--- src/rtl/inst_enc_pkg.sv ---
// Shared definitions for the MIPS instruction encoder: kind codes, opcode/funct
// values, word field positions and the combinational encode function.
package inst_enc_pkg;

  typedef enum logic [4:0] {
    K_ADD  = 5'd0,  K_SUB  = 5'd1,  K_AND  = 5'd2,  K_OR   = 5'd3,
    K_XOR  = 5'd4,  K_SLL  = 5'd5,  K_SRL  = 5'd6,  K_SRA  = 5'd7,
    K_JR   = 5'd8,  K_ADDI = 5'd9,  K_ANDI = 5'd10, K_ORI  = 5'd11,
    K_XORI = 5'd12, K_LW   = 5'd13, K_SW   = 5'd14, K_BEQ  = 5'd15,
    K_BNE  = 5'd16, K_LUI  = 5'd17, K_J    = 5'd18, K_JAL  = 5'd19
  } kind_e;

  localparam logic [5:0] OP_RTYPE = 6'h00;
  localparam logic [5:0] OP_J     = 6'h02;
  localparam logic [5:0] OP_JAL   = 6'h03;
  localparam logic [5:0] OP_BEQ   = 6'h04;
  localparam logic [5:0] OP_BNE   = 6'h05;
  localparam logic [5:0] OP_ADDI  = 6'h08;
  localparam logic [5:0] OP_ANDI  = 6'h0C;
  localparam logic [5:0] OP_ORI   = 6'h0D;
  localparam logic [5:0] OP_XORI  = 6'h0E;
  localparam logic [5:0] OP_LUI   = 6'h0F;
  localparam logic [5:0] OP_LW    = 6'h23;
  localparam logic [5:0] OP_SW    = 6'h2B;

  localparam logic [5:0] FN_SLL = 6'h00;
  localparam logic [5:0] FN_SRL = 6'h02;
  localparam logic [5:0] FN_SRA = 6'h03;
  localparam logic [5:0] FN_JR  = 6'h08;
  localparam logic [5:0] FN_ADD = 6'h20;
  localparam logic [5:0] FN_SUB = 6'h22;
  localparam logic [5:0] FN_AND = 6'h24;
  localparam logic [5:0] FN_OR  = 6'h25;
  localparam logic [5:0] FN_XOR = 6'h26;

  localparam int OP_LSB = 26;
  localparam int RS_LSB = 21;
  localparam int RT_LSB = 16;
  localparam int RD_LSB = 11;
  localparam int SH_LSB = 6;

  typedef struct packed {
    logic        legal;
    logic [31:0] word;
  } enc_t;

  function automatic logic [31:0] rtype(logic [4:0] rs, logic [4:0] rt, logic [4:0] rd,
                                        logic [4:0] sh, logic [5:0] fn);
    return (32'(OP_RTYPE) << OP_LSB) | (32'(rs) << RS_LSB) | (32'(rt) << RT_LSB)
         | (32'(rd) << RD_LSB) | (32'(sh) << SH_LSB) | 32'(fn);
  endfunction

  function automatic logic [31:0] itype(logic [5:0] op, logic [4:0] rs, logic [4:0] rt,
                                        logic [15:0] imm);
    return (32'(op) << OP_LSB) | (32'(rs) << RS_LSB) | (32'(rt) << RT_LSB) | 32'(imm);
  endfunction

  function automatic logic [31:0] jtype(logic [5:0] op, logic [31:0] target);
    return (32'(op) << OP_LSB) | {6'd0, target[27:2]};
  endfunction

  // Fields a kind does not use are replaced by zero so they never leak into the word.
  function automatic enc_t encode(logic [4:0] kind, logic [4:0] rs, logic [4:0] rt,
                                  logic [4:0] rd, logic [4:0] sh, logic [15:0] imm,
                                  logic [31:0] target);
    enc_t e;
    e.legal = 1'b1;
    e.word  = 32'h0000_0000;
    case (kind)
      K_ADD:   e.word = rtype(rs, rt, rd, 5'd0, FN_ADD);
      K_SUB:   e.word = rtype(rs, rt, rd, 5'd0, FN_SUB);
      K_AND:   e.word = rtype(rs, rt, rd, 5'd0, FN_AND);
      K_OR:    e.word = rtype(rs, rt, rd, 5'd0, FN_OR);
      K_XOR:   e.word = rtype(rs, rt, rd, 5'd0, FN_XOR);
      K_SLL:   e.word = rtype(5'd0, rt, rd, sh, FN_SLL);
      K_SRL:   e.word = rtype(5'd0, rt, rd, sh, FN_SRL);
      K_SRA:   e.word = rtype(5'd0, rt, rd, sh, FN_SRA);
      K_JR:    e.word = rtype(rs, 5'd0, 5'd0, 5'd0, FN_JR);
      K_ADDI:  e.word = itype(OP_ADDI, rs, rt, imm);
      K_ANDI:  e.word = itype(OP_ANDI, rs, rt, imm);
      K_ORI:   e.word = itype(OP_ORI, rs, rt, imm);
      K_XORI:  e.word = itype(OP_XORI, rs, rt, imm);
      K_LW:    e.word = itype(OP_LW, rs, rt, imm);
      K_SW:    e.word = itype(OP_SW, rs, rt, imm);
      K_BEQ:   e.word = itype(OP_BEQ, rs, rt, imm);
      K_BNE:   e.word = itype(OP_BNE, rs, rt, imm);
      K_LUI:   e.word = itype(OP_LUI, 5'd0, rt, imm);
      K_J:     e.word = jtype(OP_J, target);
      K_JAL:   e.word = jtype(OP_JAL, target);
      default: e.legal = 1'b0;
    endcase
    return e;
  endfunction

endpackage

--- src/rtl/inst_enc_fifo.sv ---
// Synchronous FIFO with flush and occupancy; output data reads as zero when empty.
module inst_enc_fifo
  import inst_enc_pkg::*;
#(
  parameter int DEPTH = 4,
  parameter int W     = 32
) (
  input  logic                       clk,
  input  logic                       rst,
  input  logic                       clr,
  input  logic                       push,
  input  logic [W-1:0]               push_data,
  input  logic                       pop,
  output logic                       out_valid,
  output logic [W-1:0]               out_data,
  output logic [$clog2(DEPTH):0]     level
);

  localparam int PW = $clog2(DEPTH);
  localparam int LW = PW + 1;

  logic [W-1:0]  mem_r [DEPTH];
  logic [PW-1:0] wr_ptr_r;
  logic [PW-1:0] rd_ptr_r;
  logic [LW-1:0] level_r;
  logic          do_push_s;
  logic          do_pop_s;

  assign do_push_s = push && (level_r != LW'(DEPTH));
  assign do_pop_s  = pop && (level_r != {LW{1'b0}});

  // Pointer and occupancy bookkeeping; reset beats flush, flush beats push/pop.
  always_ff @(posedge clk) begin
    if (rst) begin
      wr_ptr_r <= {PW{1'b0}};
      rd_ptr_r <= {PW{1'b0}};
      level_r  <= {LW{1'b0}};
    end else if (clr) begin
      wr_ptr_r <= {PW{1'b0}};
      rd_ptr_r <= {PW{1'b0}};
      level_r  <= {LW{1'b0}};
    end else begin
      if (do_push_s) wr_ptr_r <= wr_ptr_r + PW'(1);
      if (do_pop_s)  rd_ptr_r <= rd_ptr_r + PW'(1);
      case ({do_push_s, do_pop_s})
        2'b10:   level_r <= level_r + LW'(1);
        2'b01:   level_r <= level_r - LW'(1);
        default: level_r <= level_r;
      endcase
    end
  end

  // Storage write; contents need no reset because the read side is gated by occupancy.
  always_ff @(posedge clk) begin
    if (do_push_s && !clr && !rst) begin
      mem_r[wr_ptr_r] <= push_data;
    end
  end

  assign out_valid = (level_r != {LW{1'b0}});
  assign out_data  = out_valid ? mem_r[rd_ptr_r] : {W{1'b0}};
  assign level     = level_r;

endmodule

--- src/rtl/inst_encoder.sv ---
// MIPS instruction encoder: encodes commands, queues words and tags them with byte addresses.
// Optional macro INST_ENC_BRANCH_ABS_EN turns beq/bne targets into absolute byte addresses.
module inst_encoder
  import inst_enc_pkg::*;
#(
  parameter int          DEPTH     = 4,
  parameter logic [31:0] BASE_ADDR = 32'h0000_0000
) (
  input  logic                   clk,
  input  logic                   rst,
  input  logic                   clr,
  input  logic                   cmd_valid,
  output logic                   cmd_ready,
  input  logic [4:0]             cmd_kind,
  input  logic [4:0]             cmd_rs,
  input  logic [4:0]             cmd_rt,
  input  logic [4:0]             cmd_rd,
  input  logic [4:0]             cmd_shamt,
  input  logic [15:0]            cmd_imm,
  input  logic [31:0]            cmd_target,
  output logic                   out_valid,
  input  logic                   out_ready,
  output logic [31:0]            out_word,
  output logic [31:0]            out_addr,
  output logic [$clog2(DEPTH):0] level,
  output logic                   err_illegal,
  output logic                   err_range
);

  localparam int LW = $clog2(DEPTH) + 1;

  logic [31:0] wr_pc_r;
  logic [31:0] rd_pc_r;
  logic        err_illegal_r;
  logic [15:0] imm_s;
  enc_t        enc_s;
  logic        accept_s;
  logic        push_s;
  logic        pop_s;

`ifdef INST_ENC_BRANCH_ABS_EN
  logic        is_branch_s;
  logic [31:0] diff_s;
  logic [31:0] offset_s;
  logic        range_bad_s;
  logic        err_range_r;

  // Branch offset is relative to the word after the branch, which is the branch's wr_pc + 4.
  always_comb begin
    is_branch_s = (cmd_kind == K_BEQ) || (cmd_kind == K_BNE);
    diff_s      = cmd_target - wr_pc_r - 32'd4;
    offset_s    = $signed(diff_s) >>> 2;
    if (is_branch_s) begin
      imm_s       = offset_s[15:0];
      range_bad_s = (cmd_target[1:0] != 2'b00) || (offset_s[31:15] != {17{offset_s[15]}});
    end else begin
      imm_s       = cmd_imm;
      range_bad_s = 1'b0;
    end
  end

  // Sticky range error; survives clr so the loader can report it after a flush.
  always_ff @(posedge clk) begin
    if (rst) begin
      err_range_r <= 1'b0;
    end else if (accept_s && enc_s.legal && range_bad_s) begin
      err_range_r <= 1'b1;
    end else begin
      err_range_r <= err_range_r;
    end
  end

  assign err_range = err_range_r;
`else
  assign imm_s     = cmd_imm;
  assign err_range = 1'b0;
`endif

  assign enc_s     = encode(cmd_kind, cmd_rs, cmd_rt, cmd_rd, cmd_shamt, imm_s, cmd_target);
  assign cmd_ready = (level < LW'(DEPTH)) && !clr;
  assign accept_s  = cmd_valid && cmd_ready;
  assign push_s    = accept_s && enc_s.legal;
  assign pop_s     = out_valid && out_ready;

  // Write/read address counters and the sticky illegal-kind flag.
  always_ff @(posedge clk) begin
    if (rst) begin
      wr_pc_r       <= BASE_ADDR;
      rd_pc_r       <= BASE_ADDR;
      err_illegal_r <= 1'b0;
    end else if (clr) begin
      wr_pc_r       <= BASE_ADDR;
      rd_pc_r       <= BASE_ADDR;
      err_illegal_r <= err_illegal_r;
    end else begin
      if (push_s) wr_pc_r <= wr_pc_r + 32'd4;
      if (pop_s)  rd_pc_r <= rd_pc_r + 32'd4;
      if (accept_s && !enc_s.legal) err_illegal_r <= 1'b1;
    end
  end

  inst_enc_fifo #(
    .DEPTH (DEPTH),
    .W     (32)
  ) u_fifo (
    .clk       (clk),
    .rst       (rst),
    .clr       (clr),
    .push      (push_s),
    .push_data (enc_s.word),
    .pop       (pop_s),
    .out_valid (out_valid),
    .out_data  (out_word),
    .level     (level)
  );

  assign out_addr    = rd_pc_r;
  assign err_illegal = err_illegal_r;

endmodule

--- config.mk ---
export PLATFORM = sky130hd
export DESIGN_NAME = inst_encoder
export DESIGN_NICKNAME = d
export VERILOG_FILES = /design/src/rtl/inst_enc_pkg.sv /design/src/rtl/inst_enc_fifo.sv /design/src/rtl/inst_encoder.sv
export SDC_FILE = /design/constraint.sdc
export NUM_CORES = 1
export LEC_CHECK = 0
export BUFFER_PORTS_ARGS = -buffer_cell sky130_fd_sc_hd__buf_2
export CAP_MARGIN = 5
export CORE_MARGIN = 2
export CORE_UTILIZATION = 40
export CTS_BUF_LIST = sky130_fd_sc_hd__clkbuf_4
export CTS_CLUSTER_SIZE = 10
export DETAILED_ROUTE_END_ITERATION = 8
export PLACE_DENSITY = 0.72
export SYNTH_ARGS = -nofsm -noshare
export SYNTH_HDL_FRONTEND = slang
export SYNTH_HIERARCHICAL = 1
export SYNTH_SLANG_ARGS = --single-unit
--- constraint.sdc ---
create_clock -name clk -period 3.18 [get_ports clk]
set_input_delay 0.477 -clock clk [delete_from_list [all_inputs] [get_ports clk]]
set_output_delay 0.477 -clock clk [all_outputs]
set_load 0.01 [all_outputs]
---- Yosys cells after proc, flatten, opt, wreduce, memory -nomap -nowiden ----
Memories as Yosys holds them, arrays and structs flattened. A register that Yosys moved wholly into a read port is not among the register bits.
Index checks and enable logic that the tools add are counted.
word-level totals
  register bits ........................... 40
  RAM bits ................................ 128
  word-level logic and storage cells ...... 82
  memories kept ........................... 1
memories
  memory        words  bits a word  rd ports  clocked after Yosys merged registers in  write ports  line                 source
  u_fifo.mem_r  4      32           1         1                                        1            inst_enc_fifo.sv:22  logic [W-1:0] mem_r [DEPTH];
operators by class
  add/subtract/negate cells ............... 5
  $lt $le $gt $ge ......................... 1
  equal/unequal tests ..................... 22
  mux-type cells .......................... 8
  bitwise gates (word level) .............. 22
  reduce and logical (&&, ||, !) cells .... 18
operators with widths
  operator                                        number
  one-hot mux 32 bit (20 select lines)            1
  OR 30 x 16 -> 30 bit                            5
  OR 30 x 21 -> 30 bit                            4
  OR 32 x 16 -> 32 bit                            2
  OR 32 x 21 -> 32 bit                            2
  OR 29 x 16 -> 29 bit                            2
  OR 29 x 21 -> 29 bit                            2
  == test 5 x 4 -> 1 bit (second input constant)  8
  adder 32 x 3 -> 32 bit (second input constant)  1
  2-to-1 mux 32 bit                               1
  OR 26 x 16 -> 26 bit                            1
  OR 26 x 21 -> 26 bit                            1
  OR 21 x 11 -> 21 bit                            1
  OR 21 x 16 -> 21 bit                            1
  == test 5 x 3 -> 1 bit (second input constant)  4
  == test 5 bit (second input constant)           4
  OR reduction 20 bit                             1
  == test 5 x 2 -> 1 bit (second input constant)  2
  logical AND 1 bit                               9
  one-hot mux 3 bit (2 select lines)              1
  == test 5 x 1 -> 1 bit (second input constant)  1
  zero test 5 bit                                 1
  adder 2 x 1 -> 2 bit (second input constant)    2
  2-to-1 mux 2 bit                                2
  other kinds (13)                                17

---- Depth between registers and ports, before layout ----
Gate-level depths: netlist of run 1.
  depth after elaboration ................. 9
  gate-level depth with buffers ........... 12

---- By module ----
Netlist of run 1, hierarchy kept.
by module, submodules not included
  module         times used  cells an instance  area an instance (um^2)  sequential area each (um^2)
  inst_enc_fifo  1           257                5332.6                   4023.9
  inst_encoder   1           272                2133.3                   620.6

---- Worst setup path after synthesis of run 1 ----
Ideal clock, no wire load.
  path kind ............................... register to register
  start ................................... register u_fifo.level_r[0] (netlist: u_fifo/level[0])
  end ..................................... register u_fifo.level_r[2] (netlist: u_fifo/level[2])
  setup time .............................. 0.070 ns
  data arrival time ....................... 2.604 ns
  required time ........................... 3.110 ns
  slack ................................... 0.506 ns
  stages on the path, launching flop included .. 13
  clock period less this slack ............ 2.674 ns
  cell sequence ........................... dfxtp_1 > nor3_4 > clkbuf_1 > inv_1 > nand2_1 > inv_1 > nor2b_1 > ha_1 > inv_1 > fa_1 > xor2_1 > or3_1 > a21oi_1
between the ends
  elaborated cells between the ends (all ways) .. 15
RTL lines
  what                                                                      line                 source
  from (decl)                                                               inst_enc_fifo.sv:25  logic [LW-1:0] level_r;
  from (signal assigned)                                                    inst_enc_fifo.sv:37  level_r <= {LW{1'b0}};
  from (signal assigned)                                                    inst_enc_fifo.sv:41  level_r <= {LW{1'b0}};
  from (signal assigned)                                                    inst_enc_fifo.sv:46  2'b10: level_r <= level_r + LW'(1);
  nonzero test 3 bit (*)                                                    inst_enc_fifo.sv:60  assign out_valid = (level_r != {LW{1'b0}});
  net out_valid                                                             inst_encoder.sv:21   output logic out_valid,
  logical AND 1 bit (*)                                                     inst_encoder.sv:83   assign pop_s = out_valid && out_ready;
  net pop_s                                                                 inst_encoder.sv:39   logic pop_s;
  logical AND 1 bit (*)                                                     inst_enc_fifo.sv:30  assign do_pop_s = pop && (level_r != {LW{1'b0}});
  net u_fifo.do_pop_s                                                       inst_enc_fifo.sv:27  logic do_pop_s;
  == test 2 x 1 -> 1 bit or == test 2 bit (tied branches)                   inst_enc_fifo.sv:45  case ({do_push_s, do_pop_s})
  one-hot mux 3 bit (2 select lines) or nonzero test 2 bit (tied branches)  -
The timed path passes the listed nets; every way through them passes the cells marked *.
A chain may end at the register's enable or synchronous reset.

---- Worst setup path in the final report of run 1 ----
  start ................................... register u_fifo.level_r[0] (netlist: u_fifo/level[0])
  end ..................................... register u_fifo.level_r[2] (netlist: u_fifo/level[2])
between the ends
  elaborated cells between the ends (all ways) .. 15
RTL lines
  what                                                                      line
  nonzero test 3 bit (*)                                                    inst_enc_fifo.sv:60
  logical AND 1 bit (*)                                                     inst_encoder.sv:83
  net pop_s                                                                 inst_encoder.sv:39
  logical AND 1 bit (*)                                                     inst_enc_fifo.sv:30
  net u_fifo.do_pop_s                                                       inst_enc_fifo.sv:27
  == test 2 x 1 -> 1 bit or == test 2 bit (tied branches)                   inst_enc_fifo.sv:45
  one-hot mux 3 bit (2 select lines) or nonzero test 2 bit (tied branches)  -
Marks and branches as above.

==> results of run 1 <==
==> layout by cell type, fill, tap and decap left out, types with 6 or more instances in the layout <==
cell / count
o31ai_1: 10
a222oi_1: 11
conb_1: 7
ha_1: 6
mux4_2: 32
buf_2: 139
xor2_1: 7
xnor2_1: 9
a21oi_1: 20
clkbuf_4: 17
dfxtp_1: 39
or4_1: 10
inv_1: 24
a22o_1: 11
or3_1: 7
edfxtp_1: 128
nand2_1: 25
o21ai_0: 14
nor2_1: 30
nor2b_1: 36
nand4_1: 11
nand3_1: 11
==> worst paths after layout <==
| check | endpoint | cells past startpoint | from |
|---|---|---|---|
| hold reg to reg | out_addr[31]$_SDFFE_PP0P_ | 2 | out_addr[31]$_SDFFE_PP0P_ |
| setup reg to reg | u_fifo/level[2]$_SDFFE_PP0P_ | 11 | u_fifo/level[0]$_SDFFE_PP0P_ |
| setup / recovery | u_fifo/level[2]$_SDFFE_PP0P_ | 11 | u_fifo/level[0]$_SDFFE_PP0P_ |
| hold / removal | err_illegal$_SDFFE_PP0P_ | 2 | rst |
==> final cells by class <==
type	count	area, sq um
Tap cell	229	287
Antenna cell	2	5.00
Sequential cell	168	4650
Clock buffer	17	128
Fill cell	1566	9390
Clock inverter	15	178
Multi-Input combinational cell	315	2590
Inverter	24	90.1
Timing Repair Buffer	149	833
==> per-layer routing <==
| layer | up-vias | share of wire | track usage |
|---|---|---|---|
| met5 | - | 0 | 0 |
| met1 | 2508 | 0.41 | 0.202 |
| met3 | 18 | 0.054 | 0.0394 |
| met4 | 0 | 0.012 | 0.0574 |
| li1 | 2350 | - | - |
| met2 | 185 | 0.53 | 0.294 |
==> power by group <==
| part | total [mW] | internal (mW) | switching (mW) |
|---|---|---|---|
| combinational | 0.220 | 0.0859 | 0.134 |
| sequential | 2.38 | 2.38 | 0.00314 |
| clock | 1.23 | 0.375 | 0.852 |
| total | 3.83 | 2.84 | 0.990 |
==> logic make-up after synthesis <==
| logic type | Yosys count | share of synthesized area |
|---|---|---|
| compound gates | 83 | 0.0786 |
| xor+xnor | 16 | 0.0188 |
| fa+ha+maj | 7 | 0.0127 |
| buf+inv | 52 | 0.0362 |
| flops | 168 | 0.622 |
| mux | 35 | 0.101 |
| other cells | 1 | 0.000502 |
| simple gates | 167 | 0.131 |
==> registers in the layout, indices dropped and copies added, names as in the netlist, named ones only <==
register and cells:
u_fifo/mem_r 128, out_addr 30, u_fifo/level 3, u_fifo/rd_ptr_r 2, u_fifo/wr_ptr_r 2, err_illegal 1
==> per-stage QoR <==
step                      instance area [sq um]   util  hold WS, ns
final                                      8750  0.482        0.139
after global routing                       8750  0.482       0.0975
after floorplan                            7490      -        0.457
after CTS                                  8750  0.482       0.0739
after detailed placement                   8440  0.465        0.479
after global placement                     8440  0.465        0.456
==> results.sh, run 1 <==
export IMPL_die_area_sq_um=19800
export IMPL_fmax_mhz=375
export IMPL_tightestPinTransition_ns=1.24
export IMPL_coreArea_sq_um=18100
export IMPL_synthTopCellsByCount="128 x edfxtp_1, 40 x dfxtp_1, 36 x nor2b_1"
export IMPL_gp_congestion=0.842
export IMPL_synthCells=529
export IMPL_clk_latency_ns=0.56
export IMPL_yosysSeqAreaShare=0.622
export IMPL_rows=49
export IMPL_grt_pass1_wl_um=25500
export IMPL_ys_ff_latch=168
export IMPL_yosys_warnings=6
export IMPL_syn_area_sq_um=7470
export IMPL_yosysTopAreaCell="edfxtp_1"
export IMPL_clock_path_buffers=2
export IMPL_synth_edff_count=128
export IMPL_synthMostInstantiatedCell="edfxtp_1"
export IMPL_antenna_left=0
export IMPL_cp_start_kind="register"
export IMPL_wl_per_cell_um=18.0
export IMPL_synth_ff_type="edfxtp_1"
export IMPL_maxCapViolCount=0
export IMPL_min_period_ns=2.66
export IMPL_initial_utilization=0.411
export IMPL_worstPathRequired_ns=3.66
export IMPL_cts_resized=0
export IMPL_drive_gt1_frac=0.339
export IMPL_critPathKind="reg -> reg"
export IMPL_postCtsSetupBuffers=0
export IMPL_clock_sinks=168
export IMPL_drt_vias_per_instance=5.51
export IMPL_wl_um=16600
export IMPL_critical_path_cell_chain="nor3_4, inv_1, nand2_1, inv_1, nor2b_1, ha_1, inv_1, fa_1, xor2_1, or3_1, a21oi_1"
export IMPL_antenna_found_initial=1
export IMPL_clk_pin_slew_ns=0.16
export IMPL_peakVddDrop_mv=0.206
export IMPL_area_growth_pct=17.3
export IMPL_synthDistinctLibCells=54
export IMPL_synth_top_area_frac=0.515
export IMPL_dieWidth_um=141
export IMPL_max_slew_margin=0.166
export IMPL_setup_ws_ns=0.516
export IMPL_min_path_type="in -> reg"
export IMPL_fp_dieH_um=141
export IMPL_powerDensity_nw_per_um2=437
export IMPL_finalMaxSlewViolations=0
export IMPL_synth_area_top_cells="edfxtp_1 51%, dfxtp_1 11%, mux4_2 9.7%"
export IMPL_post_route_period_util=0.838
export IMPL_cp_num_buf_inv=3
export IMPL_io_pin_count=149
export IMPL_postSynth_asyncResetShare=0
export IMPL_syn_avg_cell_area_sq_um=14.1
export IMPL_finalNetCount=760
export IMPL_htree_levels=4
export IMPL_clock_skew_ns=0.0247
export IMPL_slowest_delay_ns=0.49
export IMPL_grt_overflow=0
export IMPL_arrival_ns=3.15
export IMPL_finalSetupTns_ns=0
export IMPL_drc=0
export IMPL_end_kind="register"
export IMPL_crit_fanout=9
export IMPL_setup_violations=0
export IMPL_crit_top_cell="inv_1"
export IMPL_place_ws_ns=0.330
export IMPL_final_cell_count_no_fill=919
export IMPL_rsz0062_at_grt="no"
export IMPL_power_mw=3.83
export IMPL_via_count=5061
export IMPL_grt_usage=0.167
export IMPL_post_place_cells=885
export IMPL_drt_initial_drc_count=413
export IMPL_port_buffers=139
export IMPL_critPathTopFamily="simple AND/OR/NAND/NOR gates"
export IMPL_holdBufCountCts=0
export IMPL_cts_buffers=17
export IMPL_grt_pass1_vias=5085
export IMPL_hold_viol=0
export IMPL_cts_tree="built"
export IMPL_status="finished clean"
export IMPL_grt_start_max_net_pins=37
export IMPL_leakagePower_nw=3.21
export IMPL_cpMaxStageDelayCell="dfxtp_1"
export IMPL_dr_pass1_iters=6
export IMPL_hpwl_um=11300
export IMPL_ctsRootBufferMaster="clkbuf_4"
export IMPL_regToRegSetupSlack_ns=0.52
(Power assumes the default switching activity.)
==> run 2: changes to the inputs <==
clock period = 2.5 ns   (was 3.18 ns; I/O delays follow)
==> run 2 against run 1 <==
  * First-iteration DRC count grew 2.9%
  * Hold slack lost 0.053 ns
  * Flip-flop and latch count is the same
  * Count of clock-buffer cells in the layout is the same
  * Core utilization grew 0.90 points
  * Wire length grew 5.4%
  * Register-to-register slack lost 0.40 ns
  * Final area grew 1.9%
  * Critical endpoint is now out_word[10]
  * Highest routed layer unchanged
==> results.sh, run 2 (synthesized netlist as in run 1, its figures left out) <==
export IMPL_min_period_ns=2.43
export IMPL_largest_register_ffs=128
export IMPL_grt_usage=0.177
export IMPL_end_kind="output pin"
export IMPL_drc=0
export IMPL_dr_pass1_iters=6
export IMPL_fin_util=0.491
export IMPL_tightestPinTransition_ns=0.799
export IMPL_arrival_ns=2.06
export IMPL_drt_initial_drc_count=425
export IMPL_wl_per_cell_um=18.8
export IMPL_finalNetCount=774
export IMPL_initial_utilization=0.411
export IMPL_rsz0062_at_grt="yes"
export IMPL_antenna_found_initial=0
export IMPL_via_count=5132
export IMPL_peakVddDrop_mv=0.245
export IMPL_wl_met2_um=8760
export IMPL_port_buffers=139
export IMPL_grt_pass1_vias=5206
export IMPL_place_ws_ns=0.00538
export IMPL_area_growth_pct=19.5
export IMPL_setup_violations=0
export IMPL_layout_common_cells="139 x buf_2, 128 x edfxtp_1, 35 x dfxtp_1, 34 x nor2b_1, 32 x mux4_2"
export IMPL_fp_dieH_um=141
export IMPL_setup_ws_ns=0.0697
export IMPL_finalSetupTns_ns=0
export IMPL_fmax_mhz=411
export IMPL_wl_um=17500
export IMPL_layout_commonest_cell="buf_2"
export IMPL_clk_pin_slew_ns=0.14
export IMPL_hpwl_um=11800
export IMPL_gp_congestion=0.837
export IMPL_cts_tree="built"
export IMPL_io_pin_count=149
export IMPL_drive_gt1_frac=0.360
export IMPL_status="finished clean"
export IMPL_hold_viol=0
export IMPL_final_cell_count_no_fill=931
export IMPL_min_path_type="in -> reg"
export IMPL_clock_path_buffers=2
export IMPL_post_route_period_util=0.972
export IMPL_powerDensity_nw_per_um2=552
export IMPL_cts_buffers=17
export IMPL_postCtsSetupBuffers=0
export IMPL_grt_start_max_net_pins=36
export IMPL_finalMaxSlewViolations=0
export IMPL_worstPathRequired_ns=2.12
export IMPL_crit_fanout=8
export IMPL_coreArea_sq_um=18100
export IMPL_max_slew_margin=0.464
export IMPL_drt_vias_per_instance=5.51
export IMPL_grt_pass1_wl_um=26900
export IMPL_ctsRootBufferMaster="clkbuf_4"
export IMPL_grt_overflow=0
export IMPL_cp_start_kind="register"
export IMPL_clock_sinks=168
export IMPL_top_layer="met4"
export IMPL_post_place_cells=895
export IMPL_dr_wl_met3_um=950
export IMPL_antenna_left=0
export IMPL_leakagePower_nw=3.29
export IMPL_rows=49
export IMPL_clock_skew_ns=0.0128
export IMPL_met1_length_um=7480
export IMPL_htree_levels=4
export IMPL_critPathKind="reg -> out"
export IMPL_diodes=0
export IMPL_die_area_sq_um=19800
export IMPL_hold_depth=3
export IMPL_r2r_cells=9
export IMPL_maxCapViolCount=0
export IMPL_dieWidth_um=141
export IMPL_largest_register="u_fifo/mem_r"
export IMPL_clk_latency_ns=0.57
-- run 2: cell count changes in the layout (fill, tap and decap cells not counted), sizes merged --
cell         delta
clkinv          -1
clkinvlp        +1
buf            +11
diode           -2
inv             -2
clkbuf          +2
bufinv          +2
dlygate4sd3     +1
-- run 2: critical path, stage by stage, from the launching register on --
cell and delay, ns:
dfxtp_4 0.47, clkbuf_16 0.20, mux4_2 0.51, nor2b_1 0.15
buf_2 0.16
-- run 2: final cells by class --
| class | count | area [sq um] |
|---|---|---|
| Inverter | 24 | 90.1 |
| Sequential cell | 168 | 4660 |
| Clock inverter | 15 | 166 |
| Tap cell | 229 | 287 |
| Clock buffer | 17 | 128 |
| Fill cell | 1564 | 9230 |
| Timing Repair Buffer | 163 | 996 |
| Multi-Input combinational cell | 315 | 2590 |
-- run 2: routing by layer --
| layer | global-route usage | up-vias |
|---|---|---|
| li1 | - | 2388 |
| met1 | 0.222 | 2538 |
| met2 | 0.302 | 184 |
| met3 | 0.0408 | 22 |
| met4 | 0.0616 | 0 |
| met5 | 0 | - |
-- run 2: per-stage QoR --
stage,power (mW),area (sq um),hold WS [ns]
after CTS,4.97,8860,0.0340
final,4.93,8920,0.0865
after global placement,3.37,8520,0.457
after detailed placement,3.38,8520,0.470
after floorplan,3.24,7490,0.447
after global routing,5.11,8920,0.0614
-- run 2: report_power, final --
part | switching, mW | internal [mW]
clock network | 0.996 | 0.616
logic | 0.173 | 0.117
registers | 0.00386 | 3.02
total | 1.17 | 3.75
-- run 2: worst paths after layout --
check                                    start  slack [ns]                      endpoint
hold reg to reg       err_illegal$_SDFFE_PP0P_        0.50      err_illegal$_SDFFE_PP0P_
setup / recovery                      register        0.07                  out_word[10]
hold / removal                       cmd_valid        0.09      err_illegal$_SDFFE_PP0P_
setup reg to reg  u_fifo/level[2]$_SDFFE_PP0P_        0.12  u_fifo/level[2]$_SDFFE_PP0P_
-- run 2: timing repair --
item | CTS | global route
setup endpoints to repair | 21 | 23
endpoints found under the hold margin | 1 | 0
gates resized for setup | 2 | 4
gates cloned | 1 | 2
pin swaps | 0 | 0
hold buffers | 1 | 0
==> run 3: changes to the inputs <==
SYNTH_HIERARCHICAL = unset   (was 1)
==> run 3 against run 2 <==
  * Core utilization down 0.57 points
  * Via count is 3.2% lower
  * Final area shrank 3.2%
  * Sequential share of layout area is 0.20 points higher
  * Largest power group unchanged
  * Largest cell class unchanged
  * Synthesized area fell by 3.7%
==> results.sh, run 3 <==
export IMPL_min_period_ns=2.38
export IMPL_synth_top_area_frac=0.518
export IMPL_power_mw=4.86
export IMPL_clock_path_buffers=2
export IMPL_dr_pass1_iters=6
export IMPL_grt_pass1_wl_um=26100
export IMPL_grt_start_max_net_pins=39
export IMPL_p_sw_frac=0.250
export IMPL_clock_sinks=164
export IMPL_htree_levels=4
export IMPL_critPathKind="reg -> out"
export IMPL_gp_congestion=0.772
export IMPL_finalMaxSlewViolations=0
export IMPL_tightestPinTransition_ns=0.708
export IMPL_end_kind="output pin"
export IMPL_clk_pin_slew_ns=0.15
export IMPL_clk_latency_ns=0.56
export IMPL_largest_register="u_fifo.mem_r"
export IMPL_worstPathRequired_ns=2.12
export IMPL_layout_common_cells="130 x buf_2, 124 x edfxtp_1, 39 x dfxtp_1, 31 x mux4_2, 29 x a21oi_1"
export IMPL_combPwrFrac=0.065
export IMPL_cts_buffers=17
export IMPL_ctsRootBufferMaster="clkbuf_4"
export IMPL_cp_num_buf_inv=2
export IMPL_hpwl_um=10800
export IMPL_max_slew_margin=0.528
export IMPL_grt_pass1_vias=4980
export IMPL_cpMaxStageDelayCell="mux4_2"
export IMPL_clock_skew_ns=0.0167
export IMPL_p_int_mw=3.64
export IMPL_powerDensity_nw_per_um2=562
export IMPL_ys_ff_latch=164
export IMPL_synth_edff_count=124
export IMPL_syn_area_sq_um=7190
export IMPL_place_ws_ns=0.148
export IMPL_coreArea_sq_um=17800
export IMPL_drt_initial_drc_count=350
export IMPL_grt_usage=0.173
export IMPL_finalSetupTns_ns=0
export IMPL_finalNetCount=746
export IMPL_critPathTopFamily="multiplexers"
export IMPL_status="finished clean"
export IMPL_leakagePower_nw=3.17
export IMPL_wl_per_cell_um=18.4
export IMPL_initial_utilization=0.404
export IMPL_wl_um=16600
export IMPL_rsz0062_at_grt="yes"
export IMPL_synthDistinctLibCells=53
export IMPL_critical_path_cell_chain="clkbuf_16, mux4_2, and2_4, buf_6"
export IMPL_synthCells=517
export IMPL_drc=0
export IMPL_yosysSeqAreaShare=0.629
export IMPL_cp_start_kind="register"
export IMPL_fp_dieH_um=138
export IMPL_grt_overflow=0
export IMPL_drt_vias_per_instance=5.50
export IMPL_rows=49
export IMPL_setup_violations=0
export IMPL_via_count=4970
export IMPL_seqPwrFrac=0.608
export IMPL_synthMostInstantiatedCell="edfxtp_1"
export IMPL_slowest_delay_ns=0.52
export IMPL_synth_area_top_cells="edfxtp_1 52%, dfxtp_1 11%, mux4_2 9.7%"
export IMPL_post_route_period_util=0.952
export IMPL_port_buffers=138
export IMPL_maxCapViolCount=0
export IMPL_antenna_found_initial=1
export IMPL_crit_fanout=15
export IMPL_die_area_sq_um=19100
export IMPL_netSwitchingPower_mw=1.22
export IMPL_hold_viol=0
export IMPL_setup_ws_ns=0.120
export IMPL_peakVddDrop_mv=0.289
export IMPL_cts_tree="built"
export IMPL_synthTopCellsByCount="124 x edfxtp_1, 40 x dfxtp_1, 31 x and2_1, 31 x mux4_2, 29 x a21oi_1"
export IMPL_largest_register_ffs=124
export IMPL_arrival_ns=2.00
export IMPL_drive_gt1_frac=0.356
export IMPL_io_pin_count=149
export IMPL_syn_avg_cell_area_sq_um=13.9
export IMPL_layout_commonest_cell="buf_2"
export IMPL_area_growth_pct=20.1
export IMPL_min_path_type="in -> reg"
export IMPL_dieWidth_um=138
export IMPL_fmax_mhz=420
export IMPL_antenna_left=0
export IMPL_p_clk_frac=0.327
export IMPL_yosysTopAreaCell="edfxtp_1"
export IMPL_postSynth_asyncResetShare=0
export IMPL_synth_ff_type="edfxtp_1"
export IMPL_yosys_warnings=0
==> run 3: cell type report <==
type	instances	area, sq um
antenna	1	2.50
clock inverter	14	163
fill	1540	9140
sequential	164	4530
tap	229	287
inverter	24	90.1
clock buffer	18	135
multi-input combinational	299	2480
timing repair buffer	155	955
==> run 3: routing by layer <==
metal  part of all wire  GRT usage
met5            0.00078          0
met2               0.50      0.292
met4              0.013     0.0489
met3              0.065     0.0537
met1               0.42      0.216
==> run 3: worst register-to-register path: cells and delay by family, from the launching register on <==
family / cells / cell delay (ns)
buf+inv: 2 / 0.19
compound gates: 1 / 0.14
simple gates: 4 / 0.62
flops: 1 / 0.51
xor+xnor: 1 / 0.16
fa+ha+maj: 2 / 0.58
==> run 3: kinds of logic after synthesis <==
group / after synthesis / share of synthesized area
compound gates: 96 / 0.0915
fa+ha+maj: 7 / 0.0132
mux: 32 / 0.0985
other cells: 1 / 0.000522
buf+inv: 57 / 0.0346
xor+xnor: 14 / 0.0171
simple gates: 146 / 0.115
flops: 164 / 0.629
==> run 3: path summary, 6_finish.rpt <==
check | start | end | slack [ns] | cells after the start
worst max-delay path | register | out_word[1] | 0.12 | 4
worst min-delay path | cmd_valid | err_illegal$_SDFFE_PP0P_ | 0.07 | 3
worst max register to register | u_fifo.level[2]$_SDFFE_PP0P_ | u_fifo.level[2]$_SDFFE_PP0P_ | 0.24 | 10
worst min register to register | err_illegal$_SDFFE_PP0P_ | err_illegal$_SDFFE_PP0P_ | 0.49 | 2
==> run 3: power groups by stage <==
stage / logic, mW / clock network (mW) / registers (mW)
floorplan: 0.170 / 0 / 3.01
global placement: 0.288 / 0 / 3.01
detailed placement: 0.305 / 0 / 3.01
CTS: 0.313 / 1.62 / 2.95
global route: 0.347 / 1.75 / 2.95
finish: 0.316 / 1.59 / 2.95
==> run 3: timing repair <==
item	in CTS	in global routing
gates cloned	0	1
endpoints found under the hold margin	1	0
buffers inserted	0	0
gates resized for setup	16	8
setup endpoints to repair	10	31
hold buffers	1	0
==> run 3: through the flow <==
stage | area, sq um | hold slack [ns] | util | cells
after floorplan | 7200 | 0.447 | - | 520
after global placement | 8210 | 0.450 | 0.462 | 869
after detailed placement | 8210 | 0.464 | 0.462 | 869
after CTS | 8580 | 0.0222 | 0.483 | 902
after global routing | 8630 | 0.0367 | 0.486 | 903
final | 8640 | 0.0718 | 0.486 | 904
